<file path="src/rtl/tag_lookup_pkg.sv">
// -----------------------------------------------------------------------------
// tag_lookup_pkg
// Shared constants and types for the cache tag-lookup controller.
//   - Address split: {tag[22:0], index[4:0], offset[3:0]} of a 32-bit address.
//   - state_t: controller FSM states.
//   - addr_fields_t: packed view of a request address.
// -----------------------------------------------------------------------------
package tag_lookup_pkg;

    localparam int ADDR_W   = 32;
    localparam int OFFSET_W = 4;
    localparam int INDEX_W  = 5;
    localparam int TAG_W    = ADDR_W - INDEX_W - OFFSET_W;
    localparam int SETS     = 1 << INDEX_W;
    localparam int SRAM_W   = 32;

    typedef enum logic [2:0] {
        IDLE = 3'd0,
        CMP  = 3'd1,
        MISS = 3'd2,
        FILL = 3'd3,
        RESP = 3'd4
    } state_t;

    typedef struct packed {
        logic [TAG_W-1:0]    tag;
        logic [INDEX_W-1:0]  index;
        logic [OFFSET_W-1:0] offset;
    } addr_fields_t;

    function automatic addr_fields_t split_addr(input logic [ADDR_W-1:0] addr);
        return addr_fields_t'(addr);
    endfunction

endpackage

</file>
<file path="src/rtl/tag_valid_bits.sv">
// -----------------------------------------------------------------------------
// tag_valid_bits
// One valid flop per set. The tag SRAM has no reset, so these flops are the
// only thing that says whether a stored tag means anything.
// Ports:
//   CLK, RSTn          clock, synchronous active-low reset (clears all bits)
//   set_en, set_idx    mark a set valid (refill complete)
//   clr_en, clr_idx    mark a set invalid (invalidate request)
//   rd_idx, rd_valid   combinational read of one bit
// -----------------------------------------------------------------------------
module tag_valid_bits
    import tag_lookup_pkg::*;
(
    input  logic               CLK,
    input  logic               RSTn,
    input  logic               set_en,
    input  logic [INDEX_W-1:0] set_idx,
    input  logic               clr_en,
    input  logic [INDEX_W-1:0] clr_idx,
    input  logic [INDEX_W-1:0] rd_idx,
    output logic               rd_valid
);

    logic [SETS-1:0] valid_q;

    // Set wins if both hit the same index; the controller never does both in
    // one cycle (clear only in IDLE, set only in FILL).
    always_ff @(posedge CLK) begin
        if (!RSTn) begin
            valid_q <= '0;
        end else begin
            if (clr_en) valid_q[clr_idx] <= 1'b0;
            if (set_en) valid_q[set_idx] <= 1'b1;
        end
    end

    assign rd_valid = valid_q[rd_idx];

endmodule

</file>
<file path="src/rtl/tag_lookup_ctrl.sv">
// -----------------------------------------------------------------------------
// tag_lookup_ctrl
// Tag-lookup controller in front of a 32x32 tag SRAM macro. Resolves each
// lookup to hit or miss; on a miss it requests a refill and then writes the
// new tag into the SRAM and marks the set valid.
//
// Ports:
//   CLK, RSTn                    clock, synchronous active-low reset
//   req_valid/req_ready/req_addr lookup request
//   resp_valid/resp_ready/resp_hit  lookup result
//   miss_valid/miss_addr         refill request (line aligned), miss_done pulse
//   inv_valid/inv_index          invalidate one set (accepted in IDLE only)
//   tag_CEB/WEB/A/D/BWEB, tag_Q  SRAM macro pins (Q valid one cycle after read)
//   hit_cnt/miss_cnt             lookup statistics
//   dbg_state                    current FSM state
//
// Build option: define TAG_STAT_EN to get the hit/miss counters; without it
// the counter outputs are tied to zero.
//
// Handshakes: a transfer happens on a CLK edge where valid and ready are both
// high. A producer holds valid and its payload unchanged until that edge;
// ready may depend on the state only (req_ready also drops while inv_valid is
// high, because an invalidate takes the IDLE cycle).
// -----------------------------------------------------------------------------
module tag_lookup_ctrl
    import tag_lookup_pkg::*;
(
    input  logic                CLK,
    input  logic                RSTn,
    input  logic                req_valid,
    output logic                req_ready,
    input  logic [ADDR_W-1:0]   req_addr,
    output logic                resp_valid,
    input  logic                resp_ready,
    output logic                resp_hit,
    output logic                miss_valid,
    output logic [ADDR_W-1:0]   miss_addr,
    input  logic                miss_done,
    input  logic                inv_valid,
    input  logic [INDEX_W-1:0]  inv_index,
    output logic                tag_CEB,
    output logic                tag_WEB,
    output logic [INDEX_W-1:0]  tag_A,
    output logic [SRAM_W-1:0]   tag_D,
    output logic [SRAM_W-1:0]   tag_BWEB,
    input  logic [SRAM_W-1:0]   tag_Q,
    output logic [31:0]         hit_cnt,
    output logic [31:0]         miss_cnt,
    output state_t              dbg_state
);

    state_t       state_q, state_d;
    addr_fields_t req_q;
    addr_fields_t req_in;
    logic         resp_hit_q;
    logic         accept;
    logic         hit;
    logic         set_valid;

    assign req_in    = split_addr(req_addr);
    assign req_ready = (state_q == IDLE) && !inv_valid;
    assign accept    = req_valid && req_ready;

    tag_valid_bits u_valid (
        .CLK      (CLK),
        .RSTn     (RSTn),
        .set_en   (state_q == FILL),
        .set_idx  (req_q.index),
        .clr_en   ((state_q == IDLE) && inv_valid),
        .clr_idx  (inv_index),
        .rd_idx   (req_q.index),
        .rd_valid (set_valid)
    );

    // Only meaningful in CMP, where tag_Q holds the read issued in IDLE.
    assign hit = set_valid && (tag_Q[TAG_W-1:0] == req_q.tag);

    always_ff @(posedge CLK) begin
        if (!RSTn) begin
            state_q    <= IDLE;
            req_q      <= '0;
            resp_hit_q <= 1'b0;
        end else begin
            state_q <= state_d;
            if (accept)            req_q      <= req_in;
            if (state_q == CMP)    resp_hit_q <= hit;
            if (state_q == FILL)   resp_hit_q <= 1'b0;
        end
    end

    always_comb begin
        state_d  = state_q;
        tag_CEB  = 1'b1;
        tag_WEB  = 1'b1;
        tag_A    = '0;
        tag_D    = '0;
        tag_BWEB = '1;
        case (state_q)
            IDLE: begin
                if (accept) begin
                    tag_CEB = 1'b0;
                    tag_A   = req_in.index;
                    state_d = CMP;
                end
            end
            CMP:  state_d = hit ? RESP : MISS;
            MISS: if (miss_done) state_d = FILL;
            FILL: begin
                tag_CEB  = 1'b0;
                tag_WEB  = 1'b0;
                tag_A    = req_q.index;
                tag_D    = {{(SRAM_W-TAG_W){1'b0}}, req_q.tag};
                tag_BWEB = '0;
                state_d  = RESP;
            end
            RESP: if (resp_ready) state_d = IDLE;
            default: state_d = IDLE;
        endcase
    end

    assign resp_valid = (state_q == RESP);
    assign resp_hit   = resp_hit_q;
    assign miss_valid = (state_q == MISS);
    assign miss_addr  = {req_q.tag, req_q.index, {OFFSET_W{1'b0}}};
    assign dbg_state  = state_q;

`ifdef TAG_STAT_EN
    logic [31:0] hit_cnt_q;
    logic [31:0] miss_cnt_q;

    always_ff @(posedge CLK) begin
        if (!RSTn) begin
            hit_cnt_q  <= '0;
            miss_cnt_q <= '0;
        end else if (state_q == CMP) begin
            if (hit) hit_cnt_q  <= hit_cnt_q + 32'd1;
            else     miss_cnt_q <= miss_cnt_q + 32'd1;
        end
    end

    assign hit_cnt  = hit_cnt_q;
    assign miss_cnt = miss_cnt_q;
`else
    assign hit_cnt  = '0;
    assign miss_cnt = '0;
`endif

    // Upper SRAM bits are always written as zero and the line offset never
    // reaches the SRAM or the refill address.
    logic unused_bits;
    assign unused_bits = ^{tag_Q[SRAM_W-1:TAG_W], req_q.offset};

endmodule

</file>
<file path="config.mk">
export PLATFORM = sky130hd
export DESIGN_NAME = tag_lookup_ctrl
export DESIGN_NICKNAME = d
export VERILOG_FILES = /design/src/rtl/tag_lookup_pkg.sv /design/src/rtl/tag_valid_bits.sv /design/src/rtl/tag_lookup_ctrl.sv
export SDC_FILE = /design/constraint.sdc
export NUM_CORES = 1
export LEC_CHECK = 0
export ABC_AREA = 1
export BUFFER_PORTS_ARGS = -buffer_cell sky130_fd_sc_hd__buf_2
export CAP_MARGIN = 20
export CORE_MARGIN = 2
export CORE_UTILIZATION = 37
export CTS_BUF_LIST = sky130_fd_sc_hd__clkbuf_2
export CTS_CLUSTER_SIZE = 12
export DETAILED_ROUTE_END_ITERATION = 12
export GPL_ROUTABILITY_DRIVEN = 0
export PLACE_DENSITY = 0.74
export SLEW_MARGIN = 40
export SYNTH_ARGS = -nofsm -noshare
export SYNTH_HDL_FRONTEND = slang
export SYNTH_SLANG_ARGS = --single-unit
</file>
<file path="constraint.sdc">
create_clock -name CLK -period 1.95 [get_ports CLK]
set_clock_uncertainty 0.2 [all_clocks]
set_input_delay 0.195 -clock CLK [delete_from_list [all_inputs] [get_ports CLK]]
set_output_delay 0.195 -clock CLK [all_outputs]
set_load 0.03 [all_outputs]
</file>
==> out/results.tsv <==
stage	metric	value	unit
routing	drt-pass1-iter-count	5	
power_and_ir_drop	pwr_density_cell	814.5	mW/mm2
floorplanning	die_x	110.8	um
placed_design	hpwl	9250	um
sta	setup_ws	-0.2216	ns
floorplanning	ios	249	
power_and_ir_drop	p_leak	2.960	nW
clock_tree	path_clk_slew	0.19	ns
sta	period_share	1.114	
power_and_ir_drop	internal_power	2.624	mW
sta	fin_crit	2.172	ns
synth	synthAdderAreaFrac	0	
clock_tree	cts_tree	yes	
cells_and_area	drive_gt1_frac	0.3341	
critical_path	required	1.55	ns
synth	synth_mux_area_frac	0	
routing	wl_per_cell	14.04	um
routing	via_count	4589	
synth	synthSimpleGateAreaFrac	0.2661	
synth	synth_edf_count	0	
power_and_ir_drop	seq_power_share	0.318	
sta	whs	-0.01430	ns
sta	setup_violations	62	
placed_design	io_buffers	158	
sta	fin_setup_tns	-10.78	ns
synth	yosys.area.top_type	dfxtp_1	
sta	rsz0062_at_grt	true	
floorplanning	die_h	110.8	um
floorplanning	die_area	0.01228	mm2
routing	wl	14060	um
power_and_ir_drop	swShare	0.4765	
critical_path	startpoint	dbg_state[0]	
clock_tree	cts_made_buffers	9	
floorplanning	rows	39	
critical_path	reg2reg_from	dbg_state[0]	
critical_path	crit_arrival	1.78	ns
placed_design	dp_cells	926	
synth	async_reset_ff_frac	0	
synth	synth_compound_area_frac	0.1487	
grt	grt_pass1_vias	4246	
power_and_ir_drop	switchingPower	2.388	mW
worst_hold_path	hp-start	inv_valid	
job	maxCapViolations	0	
cells_and_area	final_util	0.5459	
critical_path	worst_path_dominant_cell_family	simple AND/OR/NAND/NOR gates	
clock_tree	clk_latency	0.51	ns
critical_path	path_cells	nor2_2, inv_2, nor3_4, nand2_4, inv_6, nand2_2, o21ai_4, buf_6	
clock_tree	htreeDepth	3	
placed_design	post-place-ws	0.1406	ns
grt	antenna_found_initial	2	
synth	ys.flop_type	dfxtp_1	
grt	grt_max_degree	40	
grt	grt_pass1_wl	21670	um
power_and_ir_drop	finalPower	5.012	mW
sta	final_hold_viol_count	2	
synth	synth-seq-cells	64	
clock_tree	cts.sinks	64	
synth	ys_warn_count	0	
routing	drt_iter0_drc	383	
cells_and_area	area_growth	45.72	%
synth	synth_top_family_by_area	buffers and inverters	
power_and_ir_drop	ir_worst_vdd	445.6	uV
synth	synth_top_area_share	0.3034	
synth	synth_cell_type_count	25	
routing	antenna_left	0	
outcome	outcome	finished with violations	
critical_path	path_class	reg2out	
critical_path	start_kind	flop	
synth	synthCells	650	
synth	synth_xor_area_frac	0.01244	
synth	yosysSeqAreaShare	0.3034	
critical_path	cp_slowest_cell	dfxtp_2	
routing	drc	0	
sta	timing.final.max_slew_violations	0	
sta	clock.fmax	460.5	MHz
floorplanning	start_util	0.3746	
critical_path	crit_fanout	5	
clock_tree	clock_path_buffers	2	
routing	viasPerCell	4.584	
worst_hold_path	min_path_type	in2reg	
power_and_ir_drop	comb_power_share	0.523	
critical_path	reg2reg_slack	0.04	ns
grt	grt_usage	0.2195	
critical_path	max_stage_delay	0.37	ns
outcome	violations	hold timing, setup timing	
clock_tree	cts_hold_buf	46	
floorplanning	core	0.01127	mm2
synth	syn_area	0.004223	mm2
cells_and_area	fin_cells	1001	
synth	synth_area_leaders	dfxtp_1, buf_4, nand2_1, a21oi_1, o21ai_1	
critical_path	cp-end-kind	primary output	
synth	yosysMostFrequentCell	nand2_1	
synth	netlist_top_cells_count	nand2_1, buf_4, dfxtp_1, a21oi_1, o21ai_1	
critical_path	crit_buf_inv	3	
power_and_ir_drop	clockPowerShare	0.159	
synth	avgSynthCellArea	6.497	um2
cells_and_area	nets	926	
grt	overflow	0	
clock_tree	cts_root_buffer	clkbuf_2	
worst min-delay path: cells and delay by family:
kind | cells | cell delay [ns]
AND/OR/NAND/NOR | 3 | 0.25
buffers and inverters | 2 | 0.18
AO/OA/AOI/OAI | 1 | 0.06
per-stage QoR:
step / hold slack, ns / area, um2
after floorplan: 0.1368 / 4578
after global placement: 0.2570 / 4890
after detailed placement: 0.2674 / 4890
after CTS: -0.1001 / 6075
after global routing: -0.06461 / 6153
final: -0.01430 / 6153
path summary, 6_finish.rpt:
path | end | cells after the start
worst min-delay path | miss_addr[8] | 6
worst min register to register | u_valid.valid_q[13] | 2
worst max-delay path | tag_A[1] | 8
worst max register to register | u_valid.valid_q[2] | 9
sequential cells by signal, summed over array words and instances, names as in the netlist:
name / flops
dbg_state: 3
miss_addr: 28
resp_hit: 1
u_valid.valid_q: 32
area by class of cell:
type / instances / area, um2
clock buffer: 9 / 45.04
inverter: 59 / 240.2
multi-input combinational: 475 / 2300
sequential: 64 / 1289
fill: 1041 / 5119
antenna: 2 / 5.005
tap: 143 / 178.9
clock inverter: 7 / 62.56
timing repair buffer: 242 / 2033
repair_timing:
item	4_1_cts	5_1_grt
endpoints found under the setup margin	62	102
cloned	2	0
pin swaps	4	10
resized for setup	153	26
hold endpoints to repair	59	4
setup buffers	9	2
routing by layer:
metal | vias up | part of all wire | track usage
met2 | 182 | 0.52 | 0.3959
met5 | - | 0 | 0
met1 | 2107 | 0.39 | 0.2497
li1 | 2265 | - | -
met3 | 35 | 0.059 | 0.04921
met4 | 0 | 0.031 | 0.08917
power by group through the flow:
stage | Clock (mW) | Sequential [mW] | Combinational, mW
3_5_place_dp | 0 | 1.61 | 2.09
2_1_floorplan | 0 | 1.86 | 1.42
4_1_cts | 0.819 | 1.59 | 2.53
3_3_place_gp | 0 | 1.60 | 2.07
5_1_grt | 0.873 | 1.61 | 2.77
6_report | 0.797 | 1.59 | 2.62
layout by cell type, fill, tap and decap left out, types with 7 or more instances in the layout:
cell and count:
buf_6 61, nand2_1 186, inv_2 10, dfxtp_1 60, conb_1 77, nor2_2 19, nor2_1 20, buf_2 93
nand2_2 12, buf_4 35, o21ai_1 55, clkbuf_2 9, nor2_4 7, a21oi_1 60, nor3_2 7, dlygate4sd3_1 44
inv_1 47
logic make-up (layout without fill, tap and decap cells):
kind of cell | count (synthesis) | after routing
simple gates | 267 | 267
buf+inv | 187 | 317
compound gates | 125 | 125
flops | 64 | 64
xor+xnor | 6 | 6
other cells | 1 | 79
Power figures use the tool's default switching activity.
